$ cat config.mk
export PLATFORM = sky130hd
export DESIGN_NAME = seq_chk_decode
export DESIGN_NICKNAME = d
export VERILOG_FILES = /design/src/rtl/seq_chk_pkg.sv /design/src/rtl/seq_chk_decode.sv
export SDC_FILE = /design/constraint.sdc
export NUM_CORES = 1
export LEC_CHECK = 0
export CORE_AREA = 2 2 39 41
export DETAILED_ROUTE_END_ITERATION = 8
export DIE_AREA = 0 0 41 43
export DONT_BUFFER_PORTS = 1
export GPL_TIMING_DRIVEN = 0
export SLEW_MARGIN = 5
export SYNTH_ARGS = -nofsm -noshare
export SYNTH_HDL_FRONTEND = slang
export SYNTH_SLANG_ARGS = --single-unit
$ cat constraint.sdc
create_clock -name vclk -period 1.35
set_input_delay 0.27 -clock vclk [all_inputs]
set_output_delay 0.27 -clock vclk [all_outputs]
set_load 0.03 [all_outputs]
$ cat src/rtl/seq_chk_pkg.sv
`default_nettype none
// ============================================================================
// Module      : seq_chk_pkg
// Description : Shared definitions for the sequence checker: FSM state
//               encoding, the five legal counter codes, the position marker
//               used while unlocked, and helpers that map a code to its
//               position and to the code that must follow it.
//               Sequence walked by the counter: 0 -> 2 -> 7 -> 5 -> 6 -> 0.
// Revision    : 1.0  initial release
// ============================================================================
package seq_chk_pkg;

    // FSM state encoding
    typedef logic [1:0] state_t;
    localparam state_t HUNT   = 2'd0;
    localparam state_t VERIFY = 2'd1;
    localparam state_t LOCK   = 2'd2;

    // Legal codes in sequence order ({q_a,q_b,q_c})
    localparam logic [2:0] CODE_P0 = 3'b000;
    localparam logic [2:0] CODE_P1 = 3'b010;
    localparam logic [2:0] CODE_P2 = 3'b111;
    localparam logic [2:0] CODE_P3 = 3'b101;
    localparam logic [2:0] CODE_P4 = 3'b110;

    // Position reported whenever the checker is not locked
    localparam logic [2:0] POS_NONE = 3'b111;

    function automatic logic is_legal(input logic [2:0] code);
        case (code)
            CODE_P0, CODE_P1, CODE_P2, CODE_P3, CODE_P4: is_legal = 1'b1;
            default:                                     is_legal = 1'b0;
        endcase
    endfunction

    // Successor of a legal code; illegal codes have no successor and map to
    // CODE_P0, which is harmless because prev only ever holds legal codes.
    function automatic logic [2:0] next_code(input logic [2:0] code);
        case (code)
            CODE_P0: next_code = CODE_P1;
            CODE_P1: next_code = CODE_P2;
            CODE_P2: next_code = CODE_P3;
            CODE_P3: next_code = CODE_P4;
            default: next_code = CODE_P0;
        endcase
    endfunction

    function automatic logic [2:0] code_to_pos(input logic [2:0] code);
        case (code)
            CODE_P0: code_to_pos = 3'd0;
            CODE_P1: code_to_pos = 3'd1;
            CODE_P2: code_to_pos = 3'd2;
            CODE_P3: code_to_pos = 3'd3;
            CODE_P4: code_to_pos = 3'd4;
            default: code_to_pos = POS_NONE;
        endcase
    endfunction

endpackage
`default_nettype wire

$ cat src/rtl/seq_chk_decode.sv
`default_nettype none
// ============================================================================
// Module      : seq_chk_decode
// Description : Combinational code decoder for the sequence checker.
// Ports       : code     in  3  current sampled code {q_a,q_b,q_c}
//               prev     in  3  previously accepted legal code
//               legal    out 1  code is one of 0,2,7,5,6
//               position out 3  sequence index of code (POS_NONE if illegal)
//               follows  out 1  code is the legal successor of prev
// Revision    : 1.0  initial release
// ============================================================================
module seq_chk_decode
    import seq_chk_pkg::*;
(
    input  logic [2:0] code,
    input  logic [2:0] prev,
    output logic       legal,
    output logic [2:0] position,
    output logic       follows
);

    assign legal    = is_legal(code);
    assign position = code_to_pos(code);
    assign follows  = (code == next_code(prev));

endmodule
`default_nettype wire

==> flow_results.org, run 1 <==
** Place
- Pre-CTS setup slack :: -0.175 ns
- After legalization and detailed placement, the total HPWL measured 299 microns.
- After detailed placement, the design holds a cell count of 35.
- Total cell area at the placement stage :: 201 sq um
- Final weighted congestion in routability-driven placement :: 0.566
- Number of buffers added on ports :: 0

** Worst setup path
- Data on the critical path is required at its endpoint by 1.08 ns.
- The worst setup path is captured at an output pin.
- For the worst setup path, the data arrival time is 1.23 ns.
- The worst setup path is of the input pin to output pin kind.
- Critical path startpoint category :: input pin
- Critical-path maximum fanout :: 3
- The most critical setup path has its startpoint at prev[0].

** Clocking
- Resize count post-CTS :: 0
- In this run, post-CTS hold repair placed 0 buffers.
- # Post-CTS Setup Buffers :: 0

** Power and ir drop
- Internal power comes to 40.1 uW.
- Of the total power, combinational logic draws 1.000.
- Switching part of the total power :: 0.591
- Relative contribution of sequential cells to total power :: 0
- For this design the static power due to leakage is 0.0889 nW.
- The share of total power dissipated in the clock network is 0.
- Peak supply drop :: 0.0000623 V
- Net switching power :: 58.0 uW
- For this design the ratio of total power to cell area is 419 nW/um^2.

** Synth
- Fraction of the yosys area taken by sequential cells :: 0
- Of the total synthesized cell area, the portion taken by full adders, half adders and majority gates is 0.256.
- The netlist uses 12 different library cells.
- Main combinational cell family by area after synthesis :: adder cells
- Area fraction in compound gates after synthesis :: 0.179
- Per-instance average area after synthesis :: 7.70 sq um
- Parity-gate share of the synthesized area counting xor and xnor cells :: 0.239
- Share of synthesized cell area in and, or, nand and nor gates :: 0.205
- Cell count after synthesis :: 19
- Number of warnings issued by yosys :: 0
- Portion of netlist area occupied by mux cells :: 0.0684
- Synthesized netlist net count :: 28
- The mapped netlist covers 146 sq um.

** Drt
- Detailed-route wire length :: 321 microns
- For this block, the initial DRC count from the detailed router was 0.
- For this run, design rule violations remaining after detail routing come to 0.
- Total iterations of the first detailed-routing run :: 1
- Number of vias after detailed routing :: 131
- In the routed layout, each cell is associated on average with a via count of 3.74.
- Average detailed-routed wire length per instance :: 9.17 microns
- Number of nets still failing antenna checks after routing :: 0

** Status
- The run finished, with violations left.
- The checks that failed: setup timing.

** Final layout
- In the final design database the tool counted 30 nets.
- Number of flip-flops and latches :: 0
- Excluding fillers, the count of instances in the completed layout stands at 35.
- The layout has 0 clock buffers.
- Area used by sequential logic in the layout :: 0 sq um
- Relative to the synthesized area, the layout overhead comes to 59.8%.
- Of the cells placed in the final design, the portion with a size suffix greater than 1 is 0.368.
- Most frequent standard cell in the layout excluding fill and tap cells :: xnor2_1
- Total non-filler cell area in the finished layout :: 234 sq um
- The top cell types in the final layout, fill and taps aside, are xnor2_1 (3), a21oi_1 (2), ha_1 (2).
- Antenna fix cells :: 0

** STA
- Final max-slew violation count :: 0
- Final worst-path cycle share :: 1.11
- Setup slack of the critical path after layout :: -0.150 ns
- Setup violations remaining at the end of the flow were counted as 1.
- Based on the critical path, the design can be clocked at up to 667 MHz.
- Final Critical Period :: 1.50 ns
- The count of final hold-check violations is 0.
- The worst pin sits at a relative slew slack of 0.571.
- Setup repair after global routing could not meet its margin everywhere.
- Actual transition at the worst max-transition pin :: 0.646 ns

** Hold path
- Hold wc startpoint :: code[0]
- Hold/Removal Path Class :: input pin to output pin

** Global routing
- Global-route wire length before repair :: 455 microns
- Number of global-route vias before repair :: 114
- Total grt overflow :: 0
- Pin count of the biggest net entering global routing :: 7
- The number of antenna violations at the first check in global routing came to 0.
- Across every metal layer, demand over resource in global routing totals 0.0360.

** Die
- Number of rows created at floorplan :: 14
- Die Span Y :: 43 microns
- Core box area :: 1380 sq um
- The die covers 1760 sq um.
- The initial utilization of the core area, before any placement, comes to 0.106.
- Overall die width :: 41 microns
- IO Pins :: 11

** Flow run
- Max Cap Violations :: 0
==> cell families (layout without fill, tap and decap cells) <==
family | count (synthesis) | count (layout)
and+or+nand+nor | 6 | 6
adders and majority gates | 3 | 3
muxes | 1 | 1
buffers and inverters | 2 | 2
xor gates and xnor gates | 4 | 4
AOI/OAI and AO/OA | 3 | 3
==> through the flow <==
stage / utilization / TNS (ns) / total power, mW / hold slack (ns)
after global placement: 0.146 / -0.175 / 0.0875 / 0.676
after global routing: 0.169 / -0.211 / 0.107 / 0.629
final: 0.169 / -0.150 / 0.0981 / 0.627
after floorplan: - / -0.119 / 0.0830 / 0.672
after detailed placement: 0.146 / -0.175 / 0.0892 / 0.676
after CTS: 0.146 / -0.176 / 0.0892 / 0.676
==> final timing paths <==
check             endpoint  depth (start not counted)
setup / recovery   follows                          6
hold / removal       legal                          1
==> per-layer routing <==
| layer | global-route usage | wire, microns |
|---|---|---|
| met3 | 0.0209 | 56 |
| met5 | 0 | 0 |
| met2 | 0.0594 | 135 |
| met4 | 0 | 0 |
| met1 | 0.0411 | 129 |
==> Yosys cell counts <==
master	n	share of area
a21oi_1	2	0.068
ha_1	3	0.26
inv_1	1	0.026
inv_2	1	0.026
mux2i_1	1	0.068
nand2_1	1	0.026
nand2b_1	2	0.085
nor2_1	1	0.026
nor3_1	2	0.068
o41ai_2	1	0.11
xnor2_1	3	0.18
xor2_1	1	0.060
==> cell type report <==
cell class | instances | area (sq um)
Fill cell | 155 | 1150
Tap cell | 16 | 20.0
Inverter | 2 | 20.0
Multi-Input combinational cell | 17 | 194
==> critical path, cell delays in order <==
cell and delay (ns):
inv_8 0.02, ha_4 0.26, nand2b_4 0.12, o41ai_4 0.06, xor2_1 0.19, nor3_4 0.30
==> power by group through the flow <==
stage | clock, mW | combinational [mW] | sequential (mW)
2_1_floorplan | 0 | 0.0830 | 0
3_3_place_gp | 0 | 0.0875 | 0
3_5_place_dp | 0 | 0.0892 | 0
4_1_cts | 0 | 0.0892 | 0
5_1_grt | 0 | 0.107 | 0
6_report | 0 | 0.0981 | 0
Note: power is estimated with default switching activity, not from simulation.
==> inputs of run 2 (changes only) <==
--- a/config.mk
+++ b/config.mk
@@ -14,3 +14,4 @@
 export SYNTH_ARGS = -nofsm -noshare
 export SYNTH_HDL_FRONTEND = slang
 export SYNTH_SLANG_ARGS = --single-unit
+export TNS_END_PERCENT = 10
==> results of run 2 <==
No change in the layout: final DEF, timing and power equal those of run 1.
